$ cat src/rtl/usr_param_if.sv
// Handshake/bus bundle for the parametrised universal shift register.
// The master drives the controls; the slave (the register) returns the state and status.
interface usr_param_if #(
    parameter int unsigned WIDTH = 8,
    parameter int unsigned CNT_W = 4
) ();
    logic [2:0]       op;
    logic             start;
    logic [CNT_W-1:0] amount;
    logic [WIDTH-1:0] par_in;
    logic             sin_l;
    logic             sin_r;
    logic [WIDTH-1:0] q;
    logic             sout;
    logic             busy;
    logic             done;

    modport master (
        output op, start, amount, par_in, sin_l, sin_r,
        input  q, sout, busy, done
    );

    modport slave (
        input  op, start, amount, par_in, sin_l, sin_r,
        output q, sout, busy, done
    );
endinterface

$ cat src/rtl/usr_param.sv
// Parametrised universal shift register.
// Supports single-step ops and counted bursts of one shift/rotate op under a busy/done handshake.
module usr_param #(
    parameter int unsigned WIDTH = 8,
    parameter int unsigned CNT_W = 4
) (
    input  logic        clk,
    input  logic        reset,
    usr_param_if.slave  bus
);

    localparam logic [2:0] OP_HOLD  = 3'b000;
    localparam logic [2:0] OP_SHL   = 3'b001;
    localparam logic [2:0] OP_SHR   = 3'b010;
    localparam logic [2:0] OP_LOAD  = 3'b011;
    localparam logic [2:0] OP_ROL   = 3'b100;
    localparam logic [2:0] OP_ROR   = 3'b101;
    localparam logic [2:0] OP_ASR   = 3'b110;
    localparam logic [2:0] OP_CLEAR = 3'b111;

    typedef enum logic {
        ST_IDLE = 1'b0,
        ST_RUN  = 1'b1
    } state_t;

    state_t           state_q, state_d;
    logic [WIDTH-1:0] q_q, q_d;
    logic             sout_q, sout_d;
    logic             busy_q, busy_d;
    logic             done_q, done_d;
    logic [CNT_W-1:0] cnt_q, cnt_d;
    logic [2:0]       op_lat_q, op_lat_d;

    logic [WIDTH:0]   idle_step_c;
    logic [WIDTH:0]   run_step_c;

    function automatic logic is_shift(input logic [2:0] o);
        return (o == OP_SHL) || (o == OP_SHR) || (o == OP_ROL) ||
               (o == OP_ROR) || (o == OP_ASR);
    endfunction

    // Returns {sout_next, q_next} for one execution of op o.
    function automatic logic [WIDTH:0] step(
        input logic [2:0]       o,
        input logic [WIDTH-1:0] cur,
        input logic             so,
        input logic             sl,
        input logic             sr,
        input logic [WIDTH-1:0] pin
    );
        logic [WIDTH:0] r;
        case (o)
            OP_HOLD:  r = {so, cur};
            OP_SHL:   r = {cur[WIDTH-1], cur[WIDTH-2:0], sl};
            OP_SHR:   r = {cur[0], sr, cur[WIDTH-1:1]};
            OP_LOAD:  r = {so, pin};
            OP_ROL:   r = {cur[WIDTH-1], cur[WIDTH-2:0], cur[WIDTH-1]};
            OP_ROR:   r = {cur[0], cur[0], cur[WIDTH-1:1]};
            OP_ASR:   r = {cur[0], cur[WIDTH-1], cur[WIDTH-1:1]};
            OP_CLEAR: r = '0;
            default:  r = {so, cur};
        endcase
        return r;
    endfunction

    assign idle_step_c = step(bus.op, q_q, sout_q, bus.sin_l, bus.sin_r, bus.par_in);
    assign run_step_c  = step(op_lat_q, q_q, sout_q, bus.sin_l, bus.sin_r, bus.par_in);

    // State register; reset wins over any burst in flight.
    always_ff @(posedge clk) begin
        if (reset) begin
            state_q  <= ST_IDLE;
            q_q      <= '0;
            sout_q   <= 1'b0;
            busy_q   <= 1'b0;
            done_q   <= 1'b0;
            cnt_q    <= '0;
            op_lat_q <= OP_HOLD;
        end else begin
            state_q  <= state_d;
            q_q      <= q_d;
            sout_q   <= sout_d;
            busy_q   <= busy_d;
            done_q   <= done_d;
            cnt_q    <= cnt_d;
            op_lat_q <= op_lat_d;
        end
    end

    // Next-state and datapath selection.
    always_comb begin
        state_d  = state_q;
        q_d      = q_q;
        sout_d   = sout_q;
        busy_d   = busy_q;
        done_d   = 1'b0;
        cnt_d    = cnt_q;
        op_lat_d = op_lat_q;

        case (state_q)
            ST_IDLE: begin
                if (bus.start && is_shift(bus.op)) begin
                    if (bus.amount != '0) begin
                        op_lat_d = bus.op;
                        cnt_d    = bus.amount;
                        busy_d   = 1'b1;
                        state_d  = ST_RUN;
                    end else begin
                        done_d = 1'b1;
                    end
                end else begin
                    {sout_d, q_d} = idle_step_c;
                end
            end
            ST_RUN: begin
                {sout_d, q_d} = run_step_c;
                cnt_d = cnt_q - CNT_W'(1);
                if (cnt_q == CNT_W'(1)) begin
                    busy_d  = 1'b0;
                    done_d  = 1'b1;
                    state_d = ST_IDLE;
                end
            end
            default: state_d = ST_IDLE;
        endcase
    end

    assign bus.q    = q_q;
    assign bus.sout = sout_q;
    assign bus.busy = busy_q;
    assign bus.done = done_q;

endmodule
$ cat src/flat_wrapper.sv
// flat-port wrapper written by rule: the top's interface ports become plain ports
module usr_param_flat 
#(
    parameter int unsigned WIDTH = 8,
    parameter int unsigned CNT_W = 4
)
  (clk, reset, bus_op, bus_start, bus_amount, bus_par_in, bus_sin_l, bus_sin_r, bus_q, bus_sout, bus_busy, bus_done);
  usr_param_if #(.WIDTH(WIDTH), .CNT_W(CNT_W)) bus_i ();
  input  logic clk;
  input  logic reset;
  input wire logic [$bits(bus_i.op)-1:0] bus_op;
  input wire logic [$bits(bus_i.start)-1:0] bus_start;
  input wire logic [$bits(bus_i.amount)-1:0] bus_amount;
  input wire logic [$bits(bus_i.par_in)-1:0] bus_par_in;
  input wire logic [$bits(bus_i.sin_l)-1:0] bus_sin_l;
  input wire logic [$bits(bus_i.sin_r)-1:0] bus_sin_r;
  output wire logic [$bits(bus_i.q)-1:0] bus_q;
  output wire logic [$bits(bus_i.sout)-1:0] bus_sout;
  output wire logic [$bits(bus_i.busy)-1:0] bus_busy;
  output wire logic [$bits(bus_i.done)-1:0] bus_done;
  assign bus_i.op = bus_op;
  assign bus_i.start = bus_start;
  assign bus_i.amount = bus_amount;
  assign bus_i.par_in = bus_par_in;
  assign bus_i.sin_l = bus_sin_l;
  assign bus_i.sin_r = bus_sin_r;
  assign bus_q = bus_i.q;
  assign bus_sout = bus_i.sout;
  assign bus_busy = bus_i.busy;
  assign bus_done = bus_i.done;
  usr_param #(.WIDTH(WIDTH), .CNT_W(CNT_W)) u_core (.clk(clk), .reset(reset), .bus(bus_i));
endmodule
$ cat config.mk
export PLATFORM = sky130hd
export DESIGN_NAME = usr_param_flat
export DESIGN_NICKNAME = d
export VERILOG_FILES = /design/src/rtl/usr_param_if.sv /design/src/rtl/usr_param.sv /design/src/flat_wrapper.sv
export SDC_FILE = /design/constraint.sdc
export NUM_CORES = 1
export LEC_CHECK = 0
export ABC_AREA = 1
export CAP_MARGIN = 25
export CORE_MARGIN = 3
export CORE_UTILIZATION = 49
export DETAILED_ROUTE_END_ITERATION = 12
export GPL_ROUTABILITY_DRIVEN = 0
export PLACE_DENSITY = 0.86
export SKIP_CTS_REPAIR_TIMING = 1
export SYNTH_ARGS = -nofsm -noshare
export SYNTH_HDL_FRONTEND = slang
export SYNTH_SLANG_ARGS = --single-unit
$ cat constraint.sdc
create_clock -name clk -period 2.93 [get_ports clk]
set_clock_uncertainty 0.1 [all_clocks]
set_input_delay 0.293 -clock clk [delete_from_list [all_inputs] [get_ports clk]]
set_output_delay 0.293 -clock clk [all_outputs]
set_load 0.01 [all_outputs]
After elaboration in Yosys (flattened, before gate mapping)
Cells that the tools add are included.

Reductions and logical operators: 14. Muxes and demuxes: 21. Add/subtract/negate cells: 1. Equality and inequality tests: 25. Bitwise logic cells: 1.

Operator list (number): $pmux 9 s7 (2); $eq 3x3->1 const B (8); $ne 2x2->1 const B (8); $pmux 8 s2 (1); $eq 3x2->1 const B (4); $mux 1 (10); $reduce_and 5->1 (2); $reduce_and 3->1 (3); $mux 4 (2); $mux 8 (1); $pmux 1 s2 (4); $pmux 4 s2 (1); $eq 3x1->1 const B (2); $logic_not 3->1 (2); $eq 4x1->1 const B (1); $logic_or 1x1->1 (4); $ne 2x1->1 const B (2); $reduce_bool 4->1 (1); $sub 4x1->4 const B (1); $reduce_and 2->1 (1); $logic_and 1x1->1 (1); $not 1->1 (1).

Bits in registers: 19. Bits of input ports: 20.

Depth between registers and ports, before layout
Depth after elaboration: 8. Depth in mapped cells: 10. Depth with buffers taken out: 10.

Least setup slack after synthesis
OpenSTA, ideal clock, no wires.

Path kind: input-to-reg. Start: input port bus_op[2]. End: register u_core.q_q[0], in the netlist u_core.bus.q[0]. Path slack: 1606 ps. Arrival time: 1109 ps. Stages on the path: 8. Path buffers: 2. Library setup time: 115 ps. Cells stage by stage: buf_2 > nor2_2 > nand2_1 > nand3_1 > nand2_2 > buf_6 > o21ai_1 > nor2_1.

Cells in the longest elaborated chain, start to end: 8. Elaborated cells on any way between the ends: 19.

RTL lines: start: declaration (line flat_wrapper.sv:11) `input wire logic [$bits(bus_i.op)-1:0] bus_op;`; $eq 3x1->1 / $eq 3x2->1 (equally long branches) (line usr_param.sv:38, usr_param.sv:52); $logic_or 1x1->1 (3 in series) (line usr_param.sv:38) `return (o == OP_SHL) || (o == OP_SHR) || (o == OP_ROL) ||`; $logic_or 1x1->1 (line usr_param.sv:39) `(o == OP_ROR) || (o == OP_ASR);`; $logic_and 1x1->1 (line usr_param.sv:102) `if (bus.start && is_shift(bus.op)) begin`; $ne 2x2->1 (no source line); $reduce_and 3->1 (no source line); end signal: assignment (line usr_param.sv:81) `q_q <= q_d;`; end: declaration (line usr_param.sv:27) `logic [WIDTH-1:0] q_q, q_d;`.

Parallel ways exist; a longest one is shown, timed or not. The select of a mux whose other input is x is not followed. A chain may end at the register's enable or synchronous reset.

Final worst setup path
Start: register u_core.q_q[0], in the netlist u_core.bus.q[0]. End: output port bus_q[0].

RTL lines: end: declaration (line flat_wrapper.sv:17) `output wire logic [$bits(bus_i.q)-1:0] bus_q;`.

No word-level cell between the ends.

==> metrics.md <==
| Metric | Value |
|---|---|
| Worst r2r src | `u_core.state_q` |
| Relative slew margins | `0.6449` |
| Vias in the first global route | `1318` |
| Worst path required time | `2.54 ns` |
| Clk pwr share | `0.187` |
| Critical R2R Capture | `u_core.bus.q[7]` |
| Post-Place Cells | `290` |
| CP top delay family | `buffers and inverters` |
| RSZ-0062 raised after global routing | `no` |
| Total CTS buffers | `3` |
| Share of the synthesized area in the top cell type | `0.2779` |
| Die height | `between 50 and 60 um` |
| Fillers | `about 250` |
| Final Hold Fails | `0` |
| Final cell count without fillers | `294` |
| Min-Delay Endpoint | `u_core.bus.busy` |
| Hold path cells | `2` |
| Synth-to-layout area growth | `24.04%` |
| Ant diodes | `0` |
| DP HPWL | `between 2000 and 3000 um` |
| Clock transition at the registers of the reported paths | `between 0.1 and 0.15 ns` |
| Mapped Area | `0.001369 mm^2` |
| Post-Syn Nets | `~260` |
| Buf+Inv Stages, Crit Path | `1` |
| Largest net degree at the start of global routing | `17` |
| Final max-slew violation count | `0` |
| CP Capture Type | `output pin` |
| Comb power frac | `0.352` |
| Synth warnings | `0` |
| PortBufs | `30` |
| Crit path DAT | `about 1.4 ns` |
| Post-synth EDFFs | `0` |
| Root buffer cell | `clkbuf_4` |
| Gate count after technology mapping | `approximately 240` |
| Count leader, synth | `nand2_1` |
| Via/cell ratio | `about 5.4` |
| Routed len/inst | `approximately 12 um` |
| CP max FO | `8` |
| HP Class | `flop to flop` |
| Top cells by count, synth | `nand2_1, a21oi_1, dfxtp_1, inv_1, nand3_1` |
| Slowest stage delay, CP | `0.60 ns` |
| Crit path time final | `between 1.5 and 2 ns` |
| Post-DRT Antenna Nets | `0` |
| Dominant synthesized flop cell | `dfxtp_1` |
| Switching power total | `0.2673 mW` |
| Die footprint | `between 0.003 and 0.004 mm^2` |
| Sw frac | `0.3701` |
| Worst-Margin Slew | `between 0.5 and 0.6 ns` |
| Pre-CTS WS | `just over 0.9 ns` |
| Drt drc | `0` |
| Finished Core Util | `0.6613` |
| Routed wire length | `approximately 3600 um` |
| Initial antenna violation count | `0` |
| Die Width | `~59 um` |
| Reg2Reg Setup Slack | `1.14 ns` |
| Total power | `slightly above 0.7 mW` |
| Top Ports | `31` |
| Number of setup violations in the final report | `0` |
| Sum of negative setup slack | `0 ns` |
| Final #Nets | `around 290` |
| Period utilization | `0.6157` |
| Synth area leaders | `dfxtp_1, nand2_1, a21oi_1` |
| Crit-path slowest cell | `clkdlybuf4s50_1` |
| Fmax | `between 500 and 600 MHz` |
| Vias post-DR | `1578` |
| # Max-Cap Violations | `0` |
| CTS tree | `built` |
| Crit-path cells | `clkdlybuf4s50_1` |
| Reg2reg path depth | `7` |
| Min-delay src | `u_core.bus.busy` |
| H-tree depth | `1` |
| Starting density of the core | `0.5331` |
| Total internal power | `0.4549 mW` |
| Register area share after synthesis | `0.2779` |
| Yosys top cell by area | `dfxtp_1` |
| Distinct cells, synth | `23` |
| First-pass GRT wire length | `~6100 um` |
| Flop pwr share | `0.461` |
| Fin worst setup slack | `1.126 ns` |
| Total core area | `0.002567 mm^2` |
| Max VDD drop | `around 0.42 mV` |
| DRT Pass-1 Iters | `4` |
| Pwr dens | `425.4 mW/mm^2` |
| # rows | `18` |
| LEAKAGE | `roughly 0.73 nW` |
| Yosys reg bits | `19` |
| Clk Latency, worst-skew pair | `0.30 ns` |
| CP Launch Point | `u_core.bus.q[0]` |
| Syn Area/Cell | `approximately 5.8 um^2` |
| GR Overflow Total | `0` |
| Status | `finished clean` |
| Total global-route track usage | `0.2264` |
| CTS Sinks | `19` |
| Async set-or-reset flop fraction in the synthesized netlist | `0` |
| WS Path Type | `flop to output pin` |
| Starting DRT DRC Count | `101` |
| Startpoint Class | `flop` |
| Clock Tree Buf Depth | `2` |
| Share of cells above drive strength 1 | `0.04924` |
==> how the worst max path moves through the flow <==
| stage | end | slack, ns | cells past startpoint |
|---|---|---|---|
| finish | bus_q[0] | 1.13 | 1 |
| global route | u_core.bus.q[7] | 0.95 | 7 |
| CTS | bus_q[0] | 1.14 | 1 |
| detailed placement | u_core.bus.q[7] | 0.92 | 9 |
| global placement | u_core.bus.q[7] | 0.98 | 9 |
| floorplan | u_core.bus.q[0] | 1.61 | 8 |
==> routing by layer <==
| metal | track usage | wire length [um] |
|---|---|---|
| met2 | 0.3360 | 1624 |
| met5 | 0 | 0 |
| met3 | 0.05044 | 260 |
| met4 | 0.05178 | 28 |
| met1 | 0.3329 | 1711 |
==> state kept, by name (all words and copies together) (netlist names) <==
register         cells
u_core.bus.q         8
u_core.cnt_q         4
u_core.op_lat_q      3
u_core.bus.busy      1
u_core.bus.done      1
u_core.bus.sout      1
u_core.state_q       1
==> power by group through the flow <==
stage / clock network [mW] / logic [mW] / registers, mW
after global placement: 0 / 0.249 / 0.337
after detailed placement: 0 / 0.251 / 0.337
final: 0.135 / 0.254 / 0.333
after CTS: 0.138 / 0.252 / 0.331
after global routing: 0.147 / 0.288 / 0.339
after floorplan: 0 / 0.160 / 0.328
==> logic make-up (layout without fill, tap and decap cells) <==
family                   after synthesis  count (layout)  share of synthesized area
flip-flops                            19              19                     0.2779
AO/OA/AOI/OAI                         42              42                     0.1572
XOR/XNOR                               1               1                   0.006400
AND/OR/NAND/NOR                      146             146                     0.4561
adder cells (fa/ha/maj)                2               2                    0.01828
buffers and inverters                 27              54                    0.08409
==> through the flow <==
| step | hold WS, ns | instance area (um^2) |
|---|---|---|
| after global placement | 0.3536 | 1670 |
| after floorplan | 0.2621 | 1369 |
| after global routing | 0.4053 | 1698 |
| after detailed placement | 0.3655 | 1670 |
| final | 0.3749 | 1698 |
| after CTS | 0.3812 | 1698 |
==> layout by cell type, fill, tap and decap left out, types with 2 or more instances in the layout <==
cell / synthesis / final
dfxtp_1: 19 / 19
o21ai_1: 8 / 8
clkbuf_4: 0 / 3
o21ai_0: 12 / 12
nand2_1: 96 / 96
nor3_1: 2 / 2
nand4_1: 8 / 8
nand3_1: 16 / 16
nor2_1: 15 / 15
nor2_2: 4 / 4
nand2_2: 2 / 2
a31oi_1: 2 / 2
clkdlybuf4s50_1: 0 / 30
a21oi_1: 19 / 19
inv_1: 19 / 19
ha_1: 2 / 2
==> cell type report <==
cell class,count,area (um^2),share of cell area
clock buffer,3,22.52,0.01326
sequential,19,380.4,0.2240
tap,30,37.54,0.02211
timing repair buffer,31,307.8,0.1813
inverter,19,71.32,0.04200
clock inverter,1,5.005,0.002948
multi-input combinational,191,873.3,0.5144
No activity file was read; power rests on OpenSTA's default activity.
